File: src/rtl/shifter_pkg.sv
// Shared definitions for the 4-bit shifter family and its serial deserializer.
// Provides the default word width, the direction encoding and the deserializer
// FSM state type.
package shifter_pkg;

  localparam int SHIFT_W = 4;

  localparam logic DIR_LEFT  = 1'b0;  // MSB-first stream
  localparam logic DIR_RIGHT = 1'b1;  // LSB-first stream

  typedef enum logic [1:0] {
    IDLE  = 2'd0,
    SHIFT = 2'd1,
    STALL = 2'd2
  } deser_state_t;

endpackage

File: src/rtl/shift_bit_counter.sv
// Accepted-bit counter for the deserializer. Counts up to TERM bits per word,
// strobes done combinationally on the bit that completes the word, and
// returns to zero on completion or on flush.
module shift_bit_counter #(
  parameter int TERM = 4
) (
  input  logic clk,
  input  logic rst_n,
  input  logic inc,
  input  logic clr,
  output logic done
);

  localparam int CW = $clog2(TERM + 1);
  localparam logic [CW-1:0] LAST = CW'(TERM - 1);

  logic [CW-1:0] cnt;

  assign done = inc && (cnt == LAST);

  // Bit count: flush and word completion both restart the count at zero
  always_ff @(posedge clk or negedge rst_n) begin
    if (!rst_n) begin
      cnt <= '0;
    end else if (clr || done) begin
      cnt <= '0;
    end else if (inc) begin
      cnt <= cnt + CW'(1);
    end
  end

endmodule

File: src/rtl/shift_deserializer.sv
// Serial-to-parallel deserializer, receive side of the left/right shifter.
// Rebuilds WIDTH-bit words from a serial stream, MSB-first (d=0) or LSB-first
// (d=1), with the direction latched on each word's first bit.
// Optional build macro SHIFT_DESER_PARITY_EN: each word carries a trailing
// even-parity bit and a perr output flags a parity mismatch alongside o.
module shift_deserializer
  import shifter_pkg::*;
#(
  parameter int WIDTH = SHIFT_W
) (
  input  logic             clk,
  input  logic             rst_n,
  input  logic             sin,
  input  logic             sin_valid,
  output logic             sin_ready,
  input  logic             d,
  input  logic             flush,
  output logic [WIDTH-1:0] o,
  output logic             o_valid,
  input  logic             o_ready
`ifdef SHIFT_DESER_PARITY_EN
  ,
  output logic             perr
`endif
);

`ifdef SHIFT_DESER_PARITY_EN
  localparam int TERM = WIDTH + 1;
`else
  localparam int TERM = WIDTH;
`endif

  deser_state_t     state;
  logic [WIDTH-1:0] sr;
  logic [WIDTH-1:0] sr_next;
  logic [WIDTH-1:0] word;
  logic             dir_q;
  logic             dir_eff;
  logic             accept;
  logic             take;
  logic             word_done;
  logic             out_free;
  logic             shift_en;

  // In STALL the held word blocks further input; no path from o_ready
  assign sin_ready = (state != STALL);
  assign accept    = sin_valid && sin_ready;
  // A flush in the same cycle drops the incoming bit
  assign take      = accept && !flush;
  assign out_free  = !o_valid || o_ready;
  // The first bit of a word uses the live d; later bits use the latched one
  assign dir_eff   = (state == IDLE) ? d : dir_q;
  assign sr_next   = dir_eff ? {sin, sr[WIDTH-1:1]} : {sr[WIDTH-2:0], sin};

`ifdef SHIFT_DESER_PARITY_EN
  logic word_perr;
  logic perr_hold;

  // The parity bit closes the word but is never shifted into sr
  assign shift_en  = take && !word_done;
  assign word      = sr;
  assign word_perr = ^{sr, sin};
`else
  assign shift_en  = take;
  assign word      = sr_next;
`endif

  shift_bit_counter #(
    .TERM (TERM)
  ) u_cnt (
    .clk   (clk),
    .rst_n (rst_n),
    .inc   (take),
    .clr   (flush),
    .done  (word_done)
  );

  // FSM, shift register, latched direction and output register
  always_ff @(posedge clk or negedge rst_n) begin
    if (!rst_n) begin
      state   <= IDLE;
      sr      <= '0;
      dir_q   <= DIR_LEFT;
      o       <= '0;
      o_valid <= 1'b0;
    end else begin
      if (o_valid && o_ready) begin
        o_valid <= 1'b0;
      end
      if (flush) begin
        sr    <= '0;
        state <= IDLE;
      end else begin
        if (shift_en) begin
          sr <= sr_next;
        end
        if (take && (state == IDLE)) begin
          dir_q <= d;
        end
        case (state)
          IDLE, SHIFT: begin
            if (word_done) begin
              if (out_free) begin
                o       <= word;
                o_valid <= 1'b1;
                state   <= IDLE;
              end else begin
                state   <= STALL;
              end
            end else if (take) begin
              state <= SHIFT;
            end
          end
          STALL: begin
            if (o_valid && o_ready) begin
              o       <= sr;
              o_valid <= 1'b1;
              state   <= IDLE;
            end
          end
          default: state <= IDLE;
        endcase
      end
    end
  end

`ifdef SHIFT_DESER_PARITY_EN
  // Parity flag travels with the word: loaded with o, parked while stalled
  always_ff @(posedge clk or negedge rst_n) begin
    if (!rst_n) begin
      perr      <= 1'b0;
      perr_hold <= 1'b0;
    end else if (!flush) begin
      if (word_done) begin
        if (out_free) begin
          perr <= word_perr;
        end else begin
          perr_hold <= word_perr;
        end
      end else if ((state == STALL) && o_valid && o_ready) begin
        perr <= perr_hold;
      end
    end
  end
`endif

endmodule

File: config.mk
export PLATFORM = sky130hd
export DESIGN_NAME = shift_deserializer
export DESIGN_NICKNAME = d
export VERILOG_FILES = /design/src/rtl/shifter_pkg.sv /design/src/rtl/shift_bit_counter.sv /design/src/rtl/shift_deserializer.sv
export SDC_FILE = /design/constraint.sdc
export NUM_CORES = 1
export LEC_CHECK = 0
export CAP_MARGIN = 40
export CORE_MARGIN = 8
export CORE_UTILIZATION = 56
export CTS_CLUSTER_SIZE = 25
export DETAILED_ROUTE_END_ITERATION = 6
export HOLD_SLACK_MARGIN = 0.05
export PLACE_DENSITY_LB_ADDON = 0.15
export SETUP_SLACK_MARGIN = 0.5
export SYNTH_ARGS = -nofsm -noshare
export SYNTH_HDL_FRONTEND = slang
export SYNTH_SLANG_ARGS = --single-unit
File: constraint.sdc
create_clock -name clk -period 2.6 [get_ports clk]
set_clock_uncertainty 0.05 [all_clocks]
set_input_delay 0.65 -clock clk [delete_from_list [all_inputs] [get_ports clk]]
set_output_delay 0.65 -clock clk [all_outputs]
set_load 0.02 [all_outputs]
== After elaboration in Yosys (flattened, before gate mapping) ==
Cells that the tools add are included.
W data, S select, Z words.

* Register bits: 15
* Output and inout bits: 6

* Add/subtract/negate cells: 1
* Eq/ne operators: 9
* Mux-type cells: 22
* Bitwise logic cells: 1
* Reductions and logical operators: 17

{| class="wikitable"
|+ Operators with widths
! operator !! number
|-
| $mux W4 || 6
|-
| $mux W2 || 5
|-
| $pmux W4 S2 || 1
|-
| $mux W1 || 6
|-
| $mux W3 || 2
|-
| $ne A2 B2 Y1 const B || 3
|-
| $reduce_bool A2 Y1 || 3
|-
| $logic_and A1 B1 Y1 || 5
|-
| $reduce_and A5 Y1 || 1
|-
| $ne A4 B3 Y1 const B || 1
|-
| $pmux W2 S2 || 1
|-
| $reduce_and A2 Y1 || 2
|-
| $add A3 B1 Y3 const B || 1
|-
| $eq A3 B2 Y1 const B || 1
|-
| $ne A3 B3 Y1 const B || 1
|-
| $eq A2 B1 Y1 const B || 1
|-
| $eq A2 B2 Y1 const B || 1
|-
| $logic_not A1 Y1 || 2
|-
| $logic_not A2 Y1 || 1
|-
| $logic_or A1 B1 Y1 || 2
|-
| $ne A2 B1 Y1 const B || 1
|-
| $pmux W1 S2 || 1
|-
| $reduce_or A2 Y1 || 1
|-
| $not A1 Y1 || 1
|}

== Longest topological paths before layout ==
* Depth after elaboration: 7
* Gate-level depth with buffers: 6

== Modules after synthesis ==
Synthesis repeated with hierarchy kept, for this count alone.

* Cell total of the unflattened synthesis: 80
* Area, all modules: 822.0 um^2

{| class="wikitable"
|+ By module, submodules not included
! module !! instances !! cells an instance !! area each (um^2)
|-
| shift_deserializer || 1 || 65 || 655.6
|-
| shift_bit_counter || 1 || 15 || 166.4
|}

== Worst setup path before layout ==
Ideal clock, no wire load.

* Kind: input to register
* From: input d
* To: register o[3]
* Library setup time: 0.125 ns
* Data arrival time: 1.373 ns
* Data required time: 2.425 ns
* Setup slack: 1.052 ns
* Stages: 4
* Path buffers: 0
* Cells stage by stage: mux2_2 -> mux2i_1 -> o21ai_0 -> mux2_2

* Word-level cells in the longest chain between the ends: 5

{| class="wikitable"
|+ RTL lines
! item !! RTL line !! source
|-
| from (decl) || shift_deserializer.sv:16 || <nowiki>input logic d,</nowiki>
|-
| $mux W1 || shift_deserializer.sv:52 || <nowiki>assign dir_eff = (state == IDLE) ? d : dir_q;</nowiki>
|-
| $mux W4 || shift_deserializer.sv:53 || <nowiki>assign sr_next = dir_eff ? {sin, sr[WIDTH-1:1]} : {sr[WIDTH-2:0], sin};</nowiki>
|-
| $mux W4 || shift_deserializer.sv:103 || <nowiki>if (out_free) begin</nowiki>
|-
| $mux W4 || shift_deserializer.sv:102 || <nowiki>if (word_done) begin</nowiki>
|-
| $pmux W4 S2 || shift_deserializer.sv:100 || <nowiki>case (state)</nowiki>
|-
| to (signal assigned) || shift_deserializer.sv:104 || <nowiki>o <= word;</nowiki>
|-
| to (signal assigned) || shift_deserializer.sv:116 || <nowiki>o <= sr;</nowiki>
|-
| to (decl) || shift_deserializer.sv:18 || <nowiki>output logic [WIDTH-1:0] o,</nowiki>
|}

No other way between the ends. The select of a mux whose other input is x is not followed.
A chain may end at the register's enable or synchronous reset.

== Worst setup path after layout ==
* From: register o[0]
* To: output o[0]

No word-level cell between the ends.

==> results.py <==
metrics = {
    "floorplanning": {
        "die_x_um": 56.4,
        "core_area_um2": 1520,
        "io_pins": 13,
        "row_count": 14,
        "dieHeight_um": 56.4,
        "initial_core_util_pct": 60.0,
        "die_area_um2": 3180,
    },
    "pwr": {
        "vdd_ir_drop_max_mv": 0.413,
        "power_leakage_nw": 0.508,
        "sequentialPowerShare_pct": 51.5,
        "combPwrFrac_pct": 21.6,
        "switchingPower_w": 0.000149,
        "clockPowerShare_pct": 26.9,
        "intPower_w": 0.000372,
        "swShare_pct": 28.7,
        "power.density_nw_per_um2": 483,
    },
    "detailed_routing": {
        "drc": 0,
        "wl_mm": 1.83,
        "ant_nets": 0,
        "dr_total_vias": 685,
        "vias_per_cell": 5.81,
        "drt_iter0_markers": 8,
        "drt-wirelength-per-cell_um": 15.5,
        "drt_first_pass_iters": 4,
    },
    "final_layout": {
        "drive_gt1_share_pct": 24.5,
        "finish.utilization_pct": 70.9,
        "layout_common_cells": "15 x dfrtp_1, 13 x mux2_2, 12 x nand2_1",
        "area_delta_synth_final_pct": 18.1,
        "antennaDiodeCount": 0,
        "final_area_um2": 1080,
        "final_common_cell": "dfrtp_1",
        "finalNetCount": 112,
    },
    "synth": {
        "ys_ff_latch": 15,
        "syn_avg_cell_area_um2": 10.6,
        "synth.area.top_cells": "dfrtp_1 41%, mux2_2 16%, mux2i_1 8.8%",
        "synth_top_area_cell": "dfrtp_1",
        "synth.area.mux_share_pct": 26.3,
        "synth-warning-count": 0,
        "syn_nets": 95,
        "synthCells": 86,
        "synth-compound-area-share_pct": 11.1,
        "ys_types": 23,
        "synth_seq_area_share_pct": 41.0,
        "syn_area_um2": 915,
        "synth_top_family_by_area": "multiplexers",
        "synth-xor-area-share_pct": 0,
        "synthAdderAreaFrac_pct": 2.74,
        "synth_top_area_share_pct": 41.0,
        "synth-simple-area-share_pct": 16.3,
    },
    "critical_path": {
        "cp_top_family": "buffers and inverters",
        "slowest_stage": "clkdlybuf4s50_1",
        "crit_fanout": 2,
        "path_cells": "clkdlybuf4s50_1",
        "cp-start-kind": "flop",
        "end_kind": "output port",
        "crit_type": "flop to output port",
        "critPathBufInv": 1,
        "max_stage_delay_ns": 0.62,
        "crit_arrival_ns": 1.29,
        "cp.required_ns": 1.90,
    },
    "cts": {
        "cts_buffer_depth": 2,
        "clock_sinks": 15,
        "cts_tree": "done",
        "cts_inserted_buffers": 3,
        "clockRootBuffer": "clkbuf_4",
        "clock_latency_ns": 0.29,
        "h-tree-depth": 1,
        "cts_setup_buffers": 0,
        "clkTransAtPathRegs_ns": 0.09,
    },
    "sta": {
        "finalSetupTns_ns": 0,
        "slew_violations": 0,
        "hold_viol": 0,
        "relSlewSlack_pct": 55.6,
        "timing.final.crit_share_pct": 76.5,
        "finalCriticalPeriod_ns": 1.99,
        "setup_viol": 0,
        "worst_slew_pin_slew_ns": 0.665,
        "max_freq_mhz": 503,
        "rsz0062_at_grt": "false",
    },
    "global_route": {
        "grt_pass1_vias": 693,
        "antenna_found_initial": 0,
        "grt_max_degree": 16,
        "grtUsageMet3_pct": 4.04,
        "met2_usage_pct": 19.8,
        "busiest_layer": "met2",
        "overflow": 0,
        "use_met1_pct": 14.5,
        "grt_use_total_pct": 12.2,
        "grt_first_pass_wirelength_mm": 3.19,
    },
    "flow_run": {
        "drv_cap": 0,
    },
    "place": {
        "dpl.hpwl_mm": 1.35,
        "io_buffers": 12,
        "place_congestion": 0.799,
        "placed_area_um2": 1050,
    },
    "hold_path": {
        "hold_path.class": "flop to flop",
    },
    "run_status": {
        "status": "complete, no violations",
    },
}
-- power by group through the flow --
stage / sequential [W] / combinational (W) / clock [W]
6_report: 0.000268 / 0.000113 / 0.000140
5_1_grt: 0.000271 / 0.000122 / 0.000148
4_1_cts: 0.000268 / 0.000114 / 0.000142
3_5_place_dp: 0.000273 / 0.000114 / 0
3_3_place_gp: 0.000272 / 0.000110 / 0
2_1_floorplan: 0.000280 / 0.0000561 / 0
-- path summary, 6_finish.rpt --
kind                       slack [ns]      endpoint    startpoint  cells past startpoint
hold reg to reg                  0.44  u_cnt.cnt[2]  u_cnt.cnt[2]                      2
min in group asynchronous        0.70       o_valid         rst_n                      1
setup reg to reg                 0.88          o[0]  u_cnt.cnt[0]                      6
hold / removal                   0.44  u_cnt.cnt[2]  u_cnt.cnt[2]                      2
max in group asynchronous        1.37          o[3]         rst_n                      1
setup / recovery                 0.61          o[0]          o[0]                      1
-- per-layer routing --
metal / vias up / routed length (um)
met5: - / 0
met4: 0 / 17
met3: 2 / 66
met2: 12 / 907
met1: 329 / 842
li1: 342 / -
-- sequential cells by signal (all words and copies together) (netlist names) --
name,count
sr,4
dir_q,1
state,2
u_cnt.cnt,3
o,4
o_valid,1
-- cells by family (layout without fill, tap and decap cells) --
kind of cell,after synthesis,in the layout
buffers and inverters,4,20
muxes,22,22
AOI/OAI and AO/OA,18,18
and+or+nand+nor,25,25
adders and majority gates,2,2
DFF,15,15
-- area by class of cell --
type | instances | area, um^2
Multi-Input combinational cell | 67 | 515
Inverter | 2 | 7.51
Clock buffer | 4 | 26.3
Sequential cell | 15 | 375
Fill cell | 118 | 444
Timing Repair Buffer | 14 | 135
Tap cell | 16 | 20.0
-- Yosys cell counts (all sizes together) --
cell type / number
dfrtp: 15
mux2: 13
nand2: 12
o21ai: 12
mux2i: 9
nor2: 5
a21oi: 4
nand3b: 3
buf: 2
ha: 2
inv: 2
nand2b: 2
a2111oi: 1
nor2b: 1
nor3: 1
o21a: 1
or2: 1
-- what timing repair did --
item / 4_1_cts / 5_1_grt
gates resized for setup: 2 / 1
endpoints found under the hold margin: 0 / 0
hold buffers: 0 / 0
setup endpoints to repair: 2 / 1
-- per-stage QoR --
step / setup slack, ns / power (W) / std cells / hold slack, ns
floorplan: 1.05 / 0.000336 / 86 / 0.304
global placement: 0.330 / 0.000382 / 114 / 0.415
detailed placement: 0.274 / 0.000387 / 114 / 0.423
CTS: 0.582 / 0.000524 / 118 / 0.444
global route: 0.580 / 0.000541 / 118 / 0.470
finish: 0.612 / 0.000521 / 118 / 0.438
Note: power is estimated with default switching activity, not from simulation.
